File: config.mk
export PLATFORM = sky130hd
export DESIGN_NAME = rv32_w_fp_writeback_arbiter
export DESIGN_NICKNAME = d
export VERILOG_FILES = /design/src/rtl/rv32_w_fp_writeback_arbiter.sv
export SDC_FILE = /design/constraint.sdc
export NUM_CORES = 1
export LEC_CHECK = 0
export BUFFER_PORTS_ARGS = -buffer_cell sky130_fd_sc_hd__buf_2
export CAP_MARGIN = 20
export CORE_MARGIN = 2
export CORE_UTILIZATION = 35
export CTS_BUF_LIST = sky130_fd_sc_hd__clkbuf_4 sky130_fd_sc_hd__clkbuf_8
export CTS_CLUSTER_SIZE = 40
export DETAILED_ROUTE_END_ITERATION = 8
export MAX_ROUTING_LAYER = met4
export PLACE_DENSITY = 0.63
export SETUP_SLACK_MARGIN = 0.5
export SKIP_CTS_REPAIR_TIMING = 1
export SLEW_MARGIN = 10
export SYNTH_ARGS = -nofsm -noshare
export SYNTH_HDL_FRONTEND = slang
export SYNTH_SLANG_ARGS = --single-unit
File: constraint.sdc
create_clock -name clk_i -period 2.8 [get_ports clk_i]
set_clock_uncertainty 0.15 [all_clocks]
set_input_delay 0.28 -clock clk_i [delete_from_list [all_inputs] [get_ports clk_i]]
set_output_delay 0.28 -clock clk_i [all_outputs]
set_load 0.03 [all_outputs]
File: src/rtl/rv32_w_fp_writeback_arbiter.sv
// Merges in-order FP pipeline writebacks with queued long-latency FP results into
// one registered register-file write per cycle, and tracks pending long-latency writes.
module rv32_w_fp_writeback_arbiter #(
  parameter int LU_DEPTH     = 2,
  parameter int STARVE_LIMIT = 4
) (
  input  logic        clk_i,
  input  logic        rst_i,
  input  logic        pipe_we_i,
  input  logic [4:0]  pipe_rd_i,
  input  logic [31:0] pipe_data_i,
  input  logic        lu_valid_i,
  output logic        lu_ready_o,
  input  logic [4:0]  lu_rd_i,
  input  logic [31:0] lu_data_i,
  input  logic        issue_valid_i,
  input  logic [4:0]  issue_rd_i,
  output logic [31:0] busy_o,
  output logic        stall_o,
  output logic        write_enable_4_o,
  output logic [4:0]  write_address_4_o,
  output logic [31:0] write_data_4_o
);

  localparam int AW = (LU_DEPTH > 1) ? $clog2(LU_DEPTH) : 1;
  localparam int CW = $clog2(STARVE_LIMIT + 1);

  typedef struct packed {
    logic [4:0]  rd;
    logic [31:0] data;
  } lu_entry_t;

  typedef enum logic [1:0] {SEL_NONE, SEL_PIPE, SEL_FIFO} sel_e;

  lu_entry_t     mem [LU_DEPTH];
  lu_entry_t     head;
  logic [AW-1:0] rd_ptr, wr_ptr;
  logic [AW:0]   count;
  logic [CW-1:0] starve_cnt, starve_next;
  logic [31:0]   busy_next;
  logic          fifo_empty, push, pop;
  sel_e          sel;

  assign fifo_empty = (count == '0);
  assign lu_ready_o = !rst_i && (count < (AW+1)'(LU_DEPTH));
  assign push       = lu_valid_i && lu_ready_o;
  assign head       = mem[rd_ptr];
  assign pop        = (sel == SEL_FIFO);

  // A starved FIFO head outranks the pipeline; otherwise the pipeline has priority.
  always_comb begin
    // NOTE: every always_comb output gets a default first so no path can infer a latch.
    sel = SEL_NONE;
    if (stall_o && !fifo_empty) sel = SEL_FIFO;
    else if (pipe_we_i)         sel = SEL_PIPE;
    else if (!fifo_empty)       sel = SEL_FIFO;
  end

  always_comb begin
    starve_next = '0;
    if (!fifo_empty && !pop)
      starve_next = (starve_cnt == CW'(STARVE_LIMIT)) ? starve_cnt : starve_cnt + 1'b1;
  end

  // Set is applied after clear so a same-cycle issue to the retiring rd keeps the bit.
  always_comb begin
    busy_next = busy_o;
    if (pop)           busy_next[head.rd]    = 1'b0;
    if (issue_valid_i) busy_next[issue_rd_i] = 1'b1;
  end

  // NOTE: the FIFO storage has no reset; pointers and count define validity.
  always_ff @(posedge clk_i) begin
    if (push) mem[wr_ptr] <= '{rd: lu_rd_i, data: lu_data_i};
  end

  // NOTE: sequential state uses non-blocking assignments so all registers update together.
  always_ff @(posedge clk_i or posedge rst_i) begin
    if (rst_i) begin
      rd_ptr     <= '0;
      wr_ptr     <= '0;
      count      <= '0;
      starve_cnt <= '0;
      stall_o    <= 1'b0;
      busy_o     <= '0;
    end else begin
      if (push) wr_ptr <= wr_ptr + 1'b1;
      if (pop)  rd_ptr <= rd_ptr + 1'b1;
      case ({push, pop})
        2'b10:   count <= count + 1'b1;
        2'b01:   count <= count - 1'b1;
        default: count <= count;
      endcase
      starve_cnt <= starve_next;
      stall_o    <= (starve_next == CW'(STARVE_LIMIT));
      busy_o     <= busy_next;
    end
  end

  // Address and data hold their last values on idle cycles.
  always_ff @(posedge clk_i or posedge rst_i) begin
    if (rst_i) begin
      write_enable_4_o  <= 1'b0;
      write_address_4_o <= '0;
      write_data_4_o    <= '0;
    end else begin
      write_enable_4_o <= (sel != SEL_NONE);
      case (sel)
        SEL_PIPE: begin
          write_address_4_o <= pipe_rd_i;
          write_data_4_o    <= pipe_data_i;
        end
        SEL_FIFO: begin
          write_address_4_o <= head.rd;
          write_data_4_o    <= head.data;
        end
        default: ;
      endcase
    end
  end

endmodule

# Yosys cells after proc, flatten, opt, wreduce, memory -nomap -nowiden
# Memory sizes are Yosys's and may differ from the RTL's.
# Index checks and enable logic that the tools add are counted.
dict set report totals {
  reg_bits 78
  ramBits 74
  in_bits 84
  output_inout_bits 72
  word_cells 58
  mem_count 1
}
# name depth width rd rd_clocked_by_memory_dff wr line
set memory_table {}
lappend memory_table {mem 2 37 1 0 1 35} ;# lu_entry_t mem [LU_DEPTH];
dict set report classes {
  addsub 5
  order_cmp 5
  n_eq_ne 6
  n_mux 16
  n_bitwise 3
  reduce_logical 13
}
# op n
set op_table {}
lappend op_table {{32-bit 2-to-1 mux} 2}
lappend op_table {{32-bit case mux with 2 select lines} 1}
lappend op_table {{32-bit bitwise AND} 1}
lappend op_table {{32-bit NOT} 1}
lappend op_table {{32-bit OR} 1}
lappend op_table {{5-bit by 6-bit less-than comparator with 1-bit output, second input constant} 2}
lappend op_table {{1-bit demux with 5-bit select} 2}
lappend op_table {{5-bit by 1-bit greater-or-equal comparator with 1-bit output, second input constant} 2}
lappend op_table {{5-bit case mux with 2 select lines} 1}
lappend op_table {{3-bit == test, second input constant} 2}
lappend op_table {{1-bit logical AND} 6}
lappend op_table {{2-bit 2-to-1 mux} 3}
lappend op_table {{3-bit 2-to-1 mux} 2}
lappend op_table {{2-bit nonzero test} 3}
lappend op_table {{2-bit by 1-bit == test with 1-bit output, second input constant} 2}
lappend op_table {{2-bit == test, second input constant} 2}
lappend op_table {{1-bit 2-to-1 mux} 4}
lappend op_table {{2-bit case mux with 2 select lines} 1}
lappend op_table {{3-bit by 1-bit adder with 3-bit output, second input constant} 1}
lappend op_table {{1-bit logical NOT} 3}
lappend op_table {{1-bit adder, second input constant} 2}
lappend op_table {{2-bit by 1-bit adder with 2-bit output, second input constant} 1}
lappend op_table {{2-bit logical NOT} 1}
lappend op_table {{2-bit less-than comparator, second input constant} 1}
lappend op_table {{2-bit by 1-bit subtractor with 2-bit output, second input constant} 1}

# Logic depth before layout (Yosys ltp)
# Gate-level depths: netlist of the first run.
# An unclocked memory read counts as a cell.
dict set report depth {
  depth_word 10
  depth_mapped 9
  ltp_nobuf 8
}

# Least setup slack after synthesis of the first run
# OpenSTA, ideal clock, no wires.
dict set report synth_timing {
  path_type {register -> register}
  from {register count[1]}
  to {memory mem[0][0] (netlist bit), enable pin}
  setup_time_ns 0.431
  t_arrival_ns 2.682
  required_time_ns 2.219
  setup_slack_ns -0.463
  stages_incl_launch_ff 4
  n_path_buf 0
  synth_period_minus_slack_ns 3.263
  cell_sequence {dfrtp_1 nor2_1 nand2_1 nor2_1}
}
dict set report synth_via {
  elab_chain_len 5
}
# element line
set synth_rtl {}
lappend synth_rtl {{start, declared} 38} ;# logic [AW:0] count;
lappend synth_rtl {{start signal, assigned} 90} ;# 2'b10: count <= count + 1'b1;
lappend synth_rtl {{start signal, assigned} 91} ;# 2'b01: count <= count - 1'b1;
lappend synth_rtl {{start signal, assigned} 92} ;# default: count <= count;
lappend synth_rtl {{2-bit less-than comparator} 45} ;# assign lu_ready_o = !rst_i && (count < (AW+1)'(LU_DEPTH));
lappend synth_rtl {{1-bit logical AND} 45}
lappend synth_rtl {{net lu_ready_o} 13} ;# output logic lu_ready_o,
lappend synth_rtl {{1-bit logical AND} 46} ;# assign push = lu_valid_i && lu_ready_o;
lappend synth_rtl {{1-bit 2-to-1 mux} 74} ;# if (push) mem[wr_ptr] <= '{rd: lu_rd_i, data: lu_data_i};
lappend synth_rtl {{1-bit 2-to-1 mux (implied by the code)} 74}
lappend synth_rtl {{end, declared} 35}
# The timed path passes the listed nets, and every way through them passes these cells.

# Worst setup path after layout of the first run
dict set report layout_timing {
  from {register count[0]}
  to {register write_address_4_o[0]}
}
dict set report layout_via {
  elab_chain_len 6
  word_cells_on_any_way 10
  cone_classes {eq/ne: 2; mux: 4; reduce/logical: 4}
}
# element line
set layout_rtl {}
lappend layout_rtl {{2-bit logical NOT *} 44} ;# assign fifo_empty = (count == '0);
lappend layout_rtl {{2-bit 2-to-1 mux / 1-bit logical NOT (equally long branches)} {56, 54}}
lappend layout_rtl {{2-bit 2-to-1 mux / 1-bit logical AND (equally long branches)} {55, 54}}
lappend layout_rtl {{2-bit 2-to-1 mux *} 54} ;# if (stall_o && !fifo_empty) sel = SEL_FIFO;
lappend layout_rtl {{2-bit == test / 2-bit by 1-bit == test with 1-bit output (equally long branches)} 108} ;# case (sel)
lappend layout_rtl {{5-bit case mux with 2 select lines / 2-bit nonzero test (equally long branches)} --}
lappend layout_rtl {{end signal, assigned} 110} ;# write_address_4_o <= pipe_rd_i;
lappend layout_rtl {{end signal, assigned} 114} ;# write_address_4_o <= head.rd;
lappend layout_rtl {{end, declared} 21} ;# output logic [4:0] write_address_4_o,
# Mark *: on every way between the ends. The rest lies on a longest branch, timed or not.
# A chain may end at the register's enable or synchronous reset.

==> results.tsv, run 1 <==
stage	metric	value	unit
setup_path	crit end category	flip-flop	
yosys	Synth Warn #	0	
routing	DR WL/cell	17.18	um
sta	setup TNS	0	ps
floorplan	DIE HEIGHT	141.3	um
setup_path	CP Launch Type	flip-flop	
yosys	syn_area_per_cell	13.43	um2
clocking	CTS Buffer Depth	2	
setup_path	Max FO, Critical Path	72	
grt	GRT busiest layer	met2	
grt	total gr overflow	0	
yosys	Seq/Total Area, Yosys	0.6329	
grt	largest net degree at the start of global routing	73	
yosys	Mapped Nets	580	
clocking	# clock sinks	152	
yosys	Syn Inst Count	491	
setup_path	WS Path Type	flip-flop to flip-flop	
job	max_cap viols	0	
grt	vias in the first global route	4654	
sta	Worst Max-Slew Pin Slew	790.4	ps
grt	Total GRT Usage	0.1662	
clocking	Worst-Skew Late Latency	440	ps
sta	Max Transition Viols Final	0	
pwr	sw power	3.685	mW
grt	initial antenna violation count	1	
grt	met1 GRT Util	0.2039	
hold_path	Worst Hold Class	input pin to flip-flop	
floorplan	initial core utilization	0.3549	
final_layout	Area Growth Syn to Fin	27.66	%
yosys	synthesized area	6595	um2
sta	unrepaired setup endpoints after global routing	yes	
sta	final hold vios	0	
clocking	clock slew at reported path FFs	90	ps
sta	Final Critical Period	2207	ps
floorplan	Die Width	141.3	um
sta	Final setup viols	0	
floorplan	Boundary Pins	156	
routing	via count	4802	
pwr	VDD IR-drop max	566.1	uV
run_status	status	completed	
clocking	CTS buffer count	17	
final_layout	layout cell share with drive strength beyond 1	0.2980	
pwr	combinational share of power	0.401	
clocking	CTS tree	built	
final_layout	fillcell total	1689	
grt	grt met2 use	0.2665	
setup_path	Worst Path Arrival	2390	ps
place	input/output buffers	155	
routing	Initial DRC Count	335	
routing	DR vias/cell	5.147	
pwr	Leakage	3.723	nW
sta	hold_ws	79.48	ps
yosys	Yosys reg bits	152	
pwr	Net Sw Frac	0.4254	
grt	met3 Use GR	0.05332	
routing	# DRC	0	
yosys	distinct cell type count after synthesis	40	
sta	max frequency	0.4531	GHz
sta	Slew HR	0.4731	
setup_path	Worst EP required	2990	ps
floorplan	FP Rows	50	
routing	post-route ant nets	0	
pwr	Power Dens Cells	1029	nW/um2
place	RD Place Congestion	0.8082	
final_layout	most frequent cells in the layout	155 x buf_2, 77 x dfrtp_1, 74 x edfxtp_1, 42 x nor2_1	
pwr	Clk pwr share	0.189	
final_layout	Nets	774	
clocking	CTS root buffer	clkbuf_8	
floorplan	core area	18580	um2
final_layout	commonest non-fill, non-tap cell in the layout	buf_2	
routing	detailed-route wire length	16030	um
floorplan	die area	19960	um2
pwr	Int Pwr	4.976	mW
clocking	H-tree depth	4	
sta	fin crit share	0.7883	
grt	first-pass GRT wire length	25050	um
routing	TritonRoute pass-1 iters	4	
pwr	Seq pwr share	0.410	
place	Detailed Place HPWL	11120	um
setup_path	reg-to-reg slack, setup	590	ps
-- power groups by stage --
| stage | clock [mW] | sequential, mW | combinational [mW] |
|---|---|---|---|
| after floorplan | 0 | 4.36 | 1.66 |
| after global placement | 0 | 3.57 | 3.38 |
| after detailed placement | 0 | 3.61 | 3.46 |
| after CTS | 1.68 | 3.56 | 3.47 |
| after global routing | 1.78 | 3.65 | 3.74 |
| final | 1.63 | 3.55 | 3.48 |
-- state kept, by name, summed over array words and instances (netlist names) --
| register | count |
|---|---|
| busy_o | 32 |
| write_data_4_o | 32 |
| write_address_4_o | 5 |
| count | 2 |
| stall_o | 1 |
| wr_ptr | 1 |
| rd_ptr | 1 |
| mem | 74 |
| starve_cnt | 3 |
| write_enable_4_o | 1 |
-- per-stage QoR --
stage / worst slack [ps] / cell area, um2 / std cells / power [mW] / util
after floorplan: 523.6 / 6608 / 491 / 6.027 / -
after global placement: 600.0 / 7640 / 862 / 6.948 / 0.4112
after detailed placement: 564.7 / 7640 / 862 / 7.063 / 0.4112
after CTS: 526.6 / 8024 / 894 / 8.714 / 0.4319
after global routing: 472.5 / 8419 / 933 / 9.164 / 0.4531
final: 592.9 / 8419 / 933 / 8.661 / 0.4531
-- cells by family (layout without fill, tap and decap cells) --
kind of cell,count (synthesis),after routing,share of synthesized area
multiplexers,37,37,0.05616
adder cells (fa/ha/maj),5,5,0.009486
buffers and inverters,48,255,0.03282
XOR/XNOR,5,5,0.006641
flip-flops,152,152,0.6329
AND/OR/NAND/NOR,100,100,0.1024
other,0,1,0
AO/OA/AOI/OAI,144,144,0.1596
-- routing by layer --
metal	share of wire	up-vias
met4	0.0042	0
met2	0.49	150
met1	0.44	2345
met5	0	-
li1	-	2302
met3	0.063	5
-- final cells by class --
class,count,area (um2),area share
well taps,234,292.8,0.03477
clock buffers,17,234.0,0.02779
clock inverters,15,150.1,0.01783
multi-input cells,291,2231,0.2650
flip-flops and latches,152,4178,0.4962
diodes,1,2.502,0.0002972
repair buffers,200,1241,0.1474
inverters,23,90.09,0.01070
-- critical path, stage by stage (launching register included) --
cell,delay (ps)
dfrtp_1,440
o22ai_1,260
nand2_1,150
ha_4,760
a211oi_1,110
a21o_1,190
-- final timing paths --
path | to | start | cells after the start
max | write_address_4_o[0] | count[0] | 5
min | wr_ptr | lu_valid_i | 3
max in group asynchronous | rd_ptr | rst_i | 4
min reg2reg | write_data_4_o[3] | write_data_4_o[3] | 1
max reg2reg | write_address_4_o[0] | count[0] | 5
min in group asynchronous | write_enable_4_o | rst_i | 3
-- cells in the mapped netlist --
library cell / number / area [um2]
dfrtp_1: 78 / 1952
edfxtp_1: 74 / 2222
nor2_1: 43 / 161.4
a211oi_1: 38 / 285.3
a21o_1: 37 / 277.8
mux2i_1: 37 / 370.4
o22ai_1: 33 / 206.5
inv_1: 23 / 86.33
a22o_1: 16 / 140.1
a22oi_1: 16 / 120.1
clkbuf_1: 15 / 56.30
nand4b_1: 7 / 61.31
and4bb_1: 6 / 75.07
nand3b_1: 6 / 45.04
nand4bb_1: 6 / 67.56
buf_2: 5 / 25.02
ha_1: 5 / 62.56
nor3b_1: 5 / 37.54
nor4b_2: 5 / 75.07
nand2_1: 4 / 15.01
and4b_1: 3 / 30.03
buf_6: 3 / 33.78
xnor2_1: 3 / 26.28
and3_1: 2 / 12.51
buf_4: 2 / 15.01
nand3_1: 2 / 10.01
nand4_1: 2 / 12.51
o21ai_0: 2 / 10.01
xor2_1: 2 / 17.52
a21oi_1: 1 / 5.000
and3b_1: 1 / 8.760
and4_1: 1 / 8.760
nand2b_1: 1 / 6.260
nor2b_1: 1 / 6.260
nor3_1: 1 / 5.000
nor4_2: 1 / 12.51
o21bai_1: 1 / 7.510
or2_2: 1 / 6.260
or3b_2: 1 / 8.760
or4b_1: 1 / 10.01
Note: power is estimated with default switching activity, not from simulation.
==> run 2, diff against run 1 <==
Settings changed: ABC_AREA set to 1, PLACE_DENSITY 0.63 to 0.61.
Clock period 2.8 ns to 2.05 ns, I/O delays scaled along.
==> results.tsv, run 2 <==
stage	metric	value	unit
run_status	status	completed	
grt	largest net degree at the start of global routing	38	
routing	Initial DRC Count	220	
clocking	Worst-Skew Late Latency	460	ps
final_layout	commonest non-fill, non-tap cell in the layout	buf_2	
pwr	Power Dens Cells	1457	nW/um2
pwr	VDD IR-drop max	803.1	uV
yosys	Synth Warn #	0	
pwr	Clk pwr share	0.181	
final_layout	Finished Layout Cells	1140	
yosys	Seq/Total Area, Yosys	0.6661	
setup_path	worst-path cell with the longest stage delay	dfrtp_1	
clocking	CTS Buffer Depth	2	
sta	unrepaired setup endpoints after global routing	yes	
grt	first-pass GRT wire length	24700	um
routing	top sig layer	met4	
yosys	Yosys reg bits	152	
yosys	distinct cell type count after synthesis	23	
routing	detailed-route wire length	18320	um
yosys	Synth async-reset ratio	0.5132	
yosys	most frequent cells after synthesis	152 x nand2_1, 114 x nor2_1, 78 x dfrtp_1, 76 x a21oi_1, 74 x edfxtp_1	
hold_path	Worst Hold Class	input pin to flip-flop	
sta	hold_ws	40.41	ps
routing	via count	5360	
final_layout	layout cell share with drive strength beyond 1	0.3148	
sta	max frequency	0.5458	GHz
sta	Slew HR	0.6404	
place	RD Place Congestion	0.7908	
floorplan	Die Width	137.8	um
setup_path	CP Buf/Inv Count	3	
yosys	ys flop type	dfrtp_1	
routing	DR vias/cell	4.702	
final_layout	antenna fix cells	0	
floorplan	initial core utilization	0.3598	
yosys	synth top area cells	edfxtp_1 35%, dfrtp_1 31%, nand2_1 9.1%	
routing	# DRC	0	
grt	vias in the first global route	4716	
clocking	CTS buffer count	17	
grt	total gr overflow	0	
clocking	CTS tree	built	
pwr	combinational share of power	0.475	
setup_path	WS Path Type	flip-flop to flip-flop	
setup_path	crit-path cells	nor2_4, a21oi_4, inv_2, nand2_4, ha_4, inv_8, buf_12, nor2_1, o21ai_1, a21oi_1	
routing	WL met3	1118	um
yosys	share of the synthesized area in the top cell type	0.3546	
clocking	# clock sinks	152	
routing	TritonRoute pass-1 iters	4	
sta	final hold vios	0	
final_layout	Final Core Density	0.5365	
sta	Worst Max-Slew Pin Slew	535.3	ps
final_layout	Top reg by flops	mem	
yosys	synthesized area	6266	um2
place	worst slack at placement	13.28	ps
clocking	clock slew at reported path FFs	90	ps
yosys	Syn Inst Count	622	
sta	Max Transition Viols Final	0	
yosys	leading cell type by number of instances after synthesis	nand2_1	
setup_path	CP Launch Type	flip-flop	
grt	Total GRT Usage	0.1787	
final_layout	number of flip-flops in the largest register	74	
routing	M1 WL	8097	um
sta	Final setup viols	0	
grt	initial antenna violation count	0	
floorplan	core area	17420	um2
clocking	H-tree depth	4	
routing	DR WL/cell	16.07	um
routing	met2 wirelength from detailed routing	8771	um
pwr	Leakage	4.068	nW
sta	fin crit share	0.8937	
job	max_cap viols	0	
sta	Final Critical Period	1832	ps
final_layout	most frequent cells in the layout	154 x buf_2, 150 x nand2_1, 105 x nor2_1, 79 x dlygate4sd3_1, 76 x dfrtp_1	
pwr	Net Sw Frac	0.4370	
place	Detailed Place HPWL	10760	um
floorplan	FP Rows	48	
place	input/output buffers	155	
place	placed insts	1000	
sta	setup TNS	0	ps
final_layout	Nets	991	
pwr	Seq pwr share	0.343	
clocking	CTS root buffer	clkbuf_8	
pwr	sw power	5.949	mW
yosys	Mapped Nets	711	
floorplan	die area	18990	um2
yosys	Synth area leader	edfxtp_1	
routing	post-route ant nets	0	
yosys	syn_area_per_cell	10.07	um2
setup_path	Worst Path Arrival	2080	ps
setup_path	Worst EP required	2290	ps
floorplan	Boundary Pins	156	
yosys	number of flops mapped to enable cells by yosys	74	
sta	Final WS setup	217.9	ps
final_layout	Area Growth Syn to Fin	49.12	%
setup_path	crit end category	flip-flop	
final_layout	Top Registers	mem x74, busy_o x32, write_data_4_o x32	
setup_path	Max stage delay on crit path	390	ps
pwr	Int Pwr	7.665	mW
floorplan	DIE HEIGHT	137.8	um
setup_path	Max FO, Critical Path	19	
setup_path	Top delay family on crit path	compound AO/OA/AOI/OAI gates	
run 2: cell types whose count changed in the layout (fill, tap and decap cells not counted), sizes merged, moves of 38 or more:
cell / before / now
a211oi: 38 / 0
a21oi: 1 / 76
nor2: 43 / 121
nand2: 4 / 159
dlygate4sd3: 38 / 79
run 2: power by group through the flow:
stage          Clock, mW  Sequential, mW  Combinational, mW
2_1_floorplan          0            6.06               2.62
3_3_place_gp           0            4.72               5.50
3_5_place_dp           0            4.71               5.58
4_1_cts             2.52            4.66               5.58
5_1_grt             2.62            4.77               7.01
6_report            2.47            4.67               6.47
run 2: worst paths after layout:
check | startpoint | endpoint | slack, ps | cells past startpoint
setup / recovery | count[0] | write_data_4_o[13] | 220 | 10
hold / removal | issue_rd_i[0] | busy_o[2] | 40 | 5
setup reg to reg | count[0] | write_data_4_o[13] | 220 | 10
hold reg to reg | busy_o[22] | busy_o[22] | 320 | 2
max in group asynchronous | rst_i | busy_o[18] | 910 | 4
min in group asynchronous | rst_i | write_data_4_o[15] | 270 | 3
run 2: cell type report:
type / count / area (um2)
timing repair inverter: 1 / 16.27
tap: 225 / 281.5
inverter: 30 / 137.6
fill: 1489 / 8073
sequential: 152 / 4177
multi-input combinational: 417 / 2036
clock inverter: 13 / 167.7
timing repair buffer: 283 / 2273
clock buffer: 19 / 255.2
run 2: cells by family after synthesis:
group                      synth area share
buffers and inverters               0.03714
AOI/OAI and AO/OA                   0.08986
DFF                                  0.6661
xor gates and xnor gates           0.008387
and+or+nand+nor                      0.1885
adders and majority gates          0.009984
run 2: worst register-to-register path: stages, from the launching register on:
cell and delay, ps:
dfrtp_1 390, nor2_4 70, a21oi_4 150, inv_2 70, nand2_4 70, ha_4 270, inv_8 100, buf_12 170
nor2_1 90, o21ai_1 90, a21oi_1 160
run 2: per-layer routing:
metal	vias to the layer above	GRT usage
li1	2612	-
met1	2527	0.2268
met3	28	0.05740
met5	-	-
met2	193	0.2728
met4	0	0.05782
run 2: through the flow:
stage	cell area, um2	power (mW)
6_report	9344	13.61
5_1_grt	9344	14.40
4_1_cts	8011	12.76
3_5_place_dp	7589	10.28
3_3_place_gp	7589	10.22
2_1_floorplan	6505	8.682
